==> src/rtl/eq_coef_ctl_loader.sv <==
// Equaliser coefficient RAM loader: decodes toggle-handshaked control words into
// single writes or bulk fills (start..N_CHAN-1), with readback status counters.
module eq_coef_ctl_loader #(
  parameter int ADDR_W = 11,
  parameter int COEF_W = 16,
  parameter int N_CHAN = 2048
) (
  input  logic              user_clk,
  input  logic              user_rst_n,
  input  logic [31:0]       ctl_word,
  output logic [ADDR_W-1:0] coef_addr,
  output logic [COEF_W-1:0] coef_data,
  output logic              coef_we,
  output logic              busy,
  output logic [15:0]       wr_count,
  output logic              overrun,
  output logic              addr_err
);

  localparam logic [2:0] ST_ARM   = 3'd0;
  localparam logic [2:0] ST_IDLE  = 3'd1;
  localparam logic [2:0] ST_QUAL  = 3'd2;
  localparam logic [2:0] ST_WRITE = 3'd3;
  localparam logic [2:0] ST_FILL  = 3'd4;

  localparam logic [ADDR_W:0]   N_CHAN_W  = (ADDR_W+1)'(N_CHAN);
  localparam logic [ADDR_W-1:0] LAST_ADDR = ADDR_W'(N_CHAN - 1);

  logic [2:0]        state_reg;
  logic              ref_tog_reg;
  logic [31:0]       cand_reg;

  logic [ADDR_W-1:0] cand_addr;
  logic [COEF_W-1:0] cand_coef;
  logic              req_tog;
  logic              clr_status;
  logic              qual_stable;
  logic              addr_oob;
  logic              op_active;

  assign cand_addr   = cand_reg[16 +: ADDR_W];
  assign cand_coef   = cand_reg[0 +: COEF_W];
  assign req_tog     = ctl_word[31];
  assign clr_status  = ctl_word[29];
  assign qual_stable = (ctl_word == cand_reg);
  assign addr_oob    = ({1'b0, cand_addr} >= N_CHAN_W);
  assign op_active   = (state_reg == ST_WRITE) || (state_reg == ST_FILL);
  assign busy        = (state_reg != ST_IDLE);

  always_ff @(posedge user_clk or negedge user_rst_n) begin
    if (!user_rst_n) begin
      state_reg   <= ST_ARM;
      ref_tog_reg <= 1'b0;
      cand_reg    <= '0;
      coef_addr   <= '0;
      coef_data   <= '0;
      coef_we     <= 1'b0;
    end else begin
      case (state_reg)
        // Latch whatever toggle is present so a request left over from before reset is ignored.
        ST_ARM: begin
          ref_tog_reg <= req_tog;
          state_reg   <= ST_IDLE;
        end
        ST_IDLE: begin
          if (req_tog != ref_tog_reg) begin
            cand_reg  <= ctl_word;
            state_reg <= ST_QUAL;
          end
        end
        // Only act on a word seen unchanged for two cycles; software may update it piecewise.
        ST_QUAL: begin
          if (qual_stable) begin
            ref_tog_reg <= cand_reg[31];
            if (addr_oob) begin
              state_reg <= ST_IDLE;
            end else begin
              coef_addr <= cand_addr;
              coef_data <= cand_coef;
              coef_we   <= 1'b1;
              state_reg <= cand_reg[30] ? ST_FILL : ST_WRITE;
            end
          end else if (req_tog != ref_tog_reg) begin
            cand_reg <= ctl_word;
          end else begin
            state_reg <= ST_IDLE;
          end
        end
        ST_WRITE: begin
          coef_we     <= 1'b0;
          ref_tog_reg <= req_tog;
          state_reg   <= ST_IDLE;
        end
        ST_FILL: begin
          if (coef_addr == LAST_ADDR) begin
            coef_we     <= 1'b0;
            ref_tog_reg <= req_tog;
            state_reg   <= ST_IDLE;
          end else begin
            coef_addr <= coef_addr + 1'b1;
          end
        end
        default: begin
          coef_we   <= 1'b0;
          state_reg <= ST_ARM;
        end
      endcase
    end
  end

  // Status for readback; clear is a level and wins over any same-cycle update.
  always_ff @(posedge user_clk or negedge user_rst_n) begin
    if (!user_rst_n) begin
      wr_count <= '0;
      overrun  <= 1'b0;
      addr_err <= 1'b0;
    end else if (clr_status) begin
      wr_count <= '0;
      overrun  <= 1'b0;
      addr_err <= 1'b0;
    end else begin
      if (coef_we && (wr_count != 16'hFFFF)) begin
        wr_count <= wr_count + 16'd1;
      end
      if (op_active && (req_tog != ref_tog_reg)) begin
        overrun <= 1'b1;
      end
      if ((state_reg == ST_QUAL) && qual_stable && addr_oob) begin
        addr_err <= 1'b1;
      end
    end
  end

endmodule

==> config.mk <==
export PLATFORM = sky130hd
export DESIGN_NAME = eq_coef_ctl_loader
export DESIGN_NICKNAME = d
export VERILOG_FILES = /design/src/rtl/eq_coef_ctl_loader.sv
export SDC_FILE = /design/constraint.sdc
export NUM_CORES = 1
export LEC_CHECK = 0
export BUFFER_PORTS_ARGS = -buffer_cell sky130_fd_sc_hd__buf_2
export CORE_MARGIN = 4
export CORE_UTILIZATION = 56
export CTS_CLUSTER_SIZE = 40
export DETAILED_ROUTE_END_ITERATION = 16
export GPL_TIMING_DRIVEN = 0
export PLACE_DENSITY = 0.81
export SYNTH_ARGS = -nofsm -noshare
export SYNTH_HDL_FRONTEND = slang
export SYNTH_SLANG_ARGS = --single-unit
==> constraint.sdc <==
create_clock -name user_clk -period 2.91 [get_ports user_clk]
set_clock_uncertainty 0.2 [all_clocks]
set_input_delay 0.291 -clock user_clk [delete_from_list [all_inputs] [get_ports user_clk]]
set_output_delay 0.291 -clock user_clk [all_outputs]
set_load 0.005 [all_outputs]
## Word-level counts from Yosys, hierarchy flattened

Index checks and enable logic that the tools add are counted.

| cells by class | value |
|---|---|
| eq/ne operators | 15 |
| reductions and logical operators | 17 |
| add/sub/neg operators | 2 |
| bitwise logic cells | 1 |
| mux-type cells | 22 |

Operators by type and width:

| cell | count |
|---|---|
| $mux 32 | 2 |
| $pmux 32 s2 | 1 |
| $eq 32x32->1 | 1 |
| $mux 16 | 2 |
| $mux 11 | 2 |
| $pmux 11 s2 | 1 |
| $add 16x1->16 const B | 1 |
| $ne 16x16->1 const B | 1 |
| $mux 3 | 5 |
| $pmux 3 s4 | 1 |
| $reduce_and 3->1 | 4 |
| $add 11x1->11 const B | 1 |
| $eq 11x11->1 const B | 1 |
| $ne 2x2->1 const B | 4 |
| $reduce_bool 2->1 | 4 |
| $eq 3x2->1 const B | 2 |
| $mux 1 | 6 |
| $pmux 1 s3 | 2 |
| $reduce_and 2->1 | 2 |
| $reduce_or 2->1 | 2 |
| $eq 3x1->1 const B | 1 |
| $eq 3x3->1 const B | 1 |
| $logic_not 3->1 | 1 |
| $ne 3x1->1 const B | 1 |
| other kinds (7) | 8 |

| word-level totals | value |
|---|---|
| logic and storage cells | 65 |
| input port bits | 34 |
| register bits after elaboration | 81 |

## Longest topological paths before layout

| depth | value |
|---|---|
| depth after elaboration | 5 |
| depth in mapped cells | 8 |

## Worst setup path after synthesis

OpenSTA, ideal clock, no wires.

| timing | value |
|---|---|
| kind | flip-flop to flip-flop |
| start point | reg coef_addr[0] (netlist name) |
| end point | reg cand_reg[0] |
| slack | 0.562 ns |
| stages on the path, launching flop included | 8 |
| data arrival time | 2.023 ns |
| clock period less this slack | 2.348 ns |
| cells stage by stage | dfrtp_1 > ha_1 > nand3_2 > o31ai_4 > o21ai_2 > o22ai_4 > buf_6 > mux2_4 |

RTL lines:

| what | line | RTL |
|---|---|---|
| end signal: assignment | 67 | `cand_reg <= ctl_word;` |
| end signal: assignment | 84 | `cand_reg <= ctl_word;` |
| end: declaration | 31 | `logic [31:0] cand_reg;` |

## Worst setup path after layout

| timing | value |
|---|---|
| start point | in ctl_word[1] |
| end point | reg coef_data[12] |

| between the ends | value |
|---|---|
| cells in the longest elaborated chain, start to end | 2 |

RTL lines:

| what | line | RTL |
|---|---|---|
| start: declaration | 10 | `input logic [31:0] ctl_word,` |
| $eq 32x32->1 | 45 | `assign qual_stable = (ctl_word == cand_reg);` |
| $reduce_and 2->1 (no line) | - |  |
| end signal: assignment | 79 | `coef_data <= cand_coef;` |
| end: declaration | 12 | `output logic [COEF_W-1:0] coef_data,` |

No other way between the ends.
A chain may end at the register's enable or synchronous reset.

==> results.ini <==
[status]
status=finished, final reports clean

[clock_tree]
cts_tree=built
clkTransAtPathRegs_ns=0.09
clock-sinks=81
htree_levels=3
cts_root_buf=clkbuf_8
cts_setup_buffers=0
clock_latency_ns=0.35
cts_buffer_depth=2
cts_made_buffers=9

[finish]
fill_cells=503
diodes=0
area_growth_pct=24.53
postLayoutCellArea_um2=5273
final_nets=510
final_layout_size_suffix_gt1_frac=0.3507
largest_reg_flops=32

[synth]
yosysMostFrequentCell=dfrtp_1
yosys_warnings=0
synth.distinct_cells=50
synth-seq-cells=81
yosys.area.top_type=dfrtp_1
netlist_area_um2=4234
yosysSeqAreaShare=0.4787
ys_top_cells_by_count=81 x dfrtp_1, 41 x xor2_1, 33 x nor2_1
postSynthCellCount=358
syn_nets=394
synth_top_cell_area_share=0.4787
synthTopCellsByArea=dfrtp_1 48%, mux2_4 10%, xor2_1 8.5%
synthArstFlopShare=1.000
syn-mean-instance-area_um2=11.83
synth_edf_count=0
synth_ff_type=dfrtp_1

[floorplanning]
die_width_um=94.95
start_util=0.5806
die_y_um=94.95
io_pins=81
die-area_um2=9016
coreArea_um2=7292
row_count=31

[global_route]
track_usage=0.2333
gr-total-overflow=0
grt_start_max_net_pins=56
grt_pass1_vias=3324
grt_pass1_wl_mm=16.18
antenna_found_initial=0

[sta]
period_minus_slack_ns=2.756
fin_crit_sh=0.9471
setup_viol=0
fmax_mhz=362.8
slew_headroom=0.4791
final-max-slew-violation-count=0
tns_ns=0
tightest_slew_ns=0.7767
rsz0062_at_grt=false
finalHoldViolations=0

[route]
ant_nets=0
wl_per_cell_um=17.14
via_per_inst=5.574
drt_wl_total_mm=9.905
drc_errors=0
drtIter0Drc=168
first_pass_iters=4
via_count=3222

[flow_run]
drv_cap=0

[place]
dpl_cell_area_um2=4778
portBuffers=78
place_hpwl_mm=6.696
place_congestion=0.8291

[setup_path]
path_class=in -> reg
crit_fanout=10
crit_path_end_kind=flop
start_kind=input pin
cp.required_ns=2.95
crit_arrival_ns=2.80

[power]
peakVddDrop_mv=0.5687
powerDensity_nw_per_um2=794.4
leakage_nw=2.542

[min_path]
hold_class=in -> reg

## placed cells by master (no fill, tap or decap), types with 3 or more instances in the layout
master and count:
o21ai_0 8, dfrtp_1 81, dlygate4sd3_1 26, mux2_4 29
and4_1 5, clkbuf_8 10, clkbuf_1 4, buf_4 4
xnor2_1 6, nor3_1 9, nand4_1 9, mux2i_1 7
mux2_2 18, and3_1 4, xor2_1 41, nand2_1 24
a31oi_1 4, nand3_1 7, a21oi_1 10, buf_6 5
nor2_1 33, nor4_1 7, buf_2 79, mux2_1 3
## cells by family after synthesis
group,after synthesis,share of synthesized area
other cells,1,0.0008857
xor+xnor,48,0.1011
compound gates,39,0.06649
buf+inv,17,0.02748
mux,57,0.1752
simple gates,113,0.1442
fa+ha+maj,2,0.005909
flops,81,0.4787
## worst max-delay path: stages
cell	delay [ns]
dlygate4sd3_1	0.54
buf_2	0.14
xor2_1	0.15
nor4_1	0.45
nand4_2	0.23
nor3_2	0.35
buf_4	0.28
mux2_2	0.36
## stage by stage
stage	instances	worst slack [ns]	total power, mW	util	hold WS, ns
final	578	0.1539	4.189	0.7231	0.01013
after global routing	578	0.02064	4.383	0.7231	0.009265
after CTS	578	0.1549	4.152	0.7222	0.001431
after detailed placement	536	0.2611	3.175	0.6553	0.03689
after global placement	535	0.3387	3.113	0.6512	0.2871
after floorplan	358	0.5617	2.855	-	-0.2046
## power breakdown
| group | leakage, nW | switching, mW | internal (mW) |
|---|---|---|---|
| sequential | 1.04 | 0.258 | 1.39 |
| clock | 0.113 | 0.432 | 0.510 |
| combinational | 1.39 | 0.688 | 0.909 |
| total | 2.54 | 1.38 | 2.81 |
## area by class of cell
| cell class | instances | area, um2 | area share |
|---|---|---|---|
| well taps | 99 | 123.9 | 0.02349 |
| clock buffers | 10 | 137.6 | 0.02610 |
| plain buffers | 15 | 108.9 | 0.02065 |
| clock inverters | 6 | 90.09 | 0.01709 |
| inverters | 2 | 7.507 | 0.001424 |
| flip-flops and latches | 81 | 2027 | 0.3844 |
| multi-input cells | 260 | 2097 | 0.3977 |
| repair buffers | 105 | 680.7 | 0.1291 |
## worst paths after layout
| kind | from | end | slack [ns] | cells past startpoint |
|---|---|---|---|---|
| setup / recovery | ctl_word[1] | coef_data[12]$_DFFE_PN0P_ | 0.15 | 8 |
| hold / removal | ctl_word[10] | cand_reg[10]$_DFFE_PN0P_ | 0.01 | 2 |
| setup reg to reg | coef_addr[0]$_DFFE_PN0P_ | cand_reg[13]$_DFFE_PN0P_ | 0.21 | 7 |
| hold reg to reg | coef_data[3]$_DFFE_PN0P_ | coef_data[3]$_DFFE_PN0P_ | 0.31 | 1 |
| max in group asynchronous | user_rst_n | coef_addr[6]$_DFFE_PN0P_ | 1.73 | 3 |
| min in group asynchronous | user_rst_n | coef_data[8]$_DFFE_PN0P_ | 0.19 | 2 |
## what timing repair did
item                                    in CTS  in global routing
endpoints found under the setup margin       0                  5
endpoints found under the hold margin       57                  0
resized for setup                            0                  1
hold buffers                                26                  0
## layer usage
metal / wire [um] / GRT usage / up-vias
li1: - / - / 1510
met1: 4144 / 0.2967 / 1561
met2: 4895 / 0.3829 / 126
met3: 570 / 0.04303 / 25
met4: 294 / 0.1142 / 0
met5: 0 / 0 / -
Note: power is estimated with default switching activity, not from simulation.
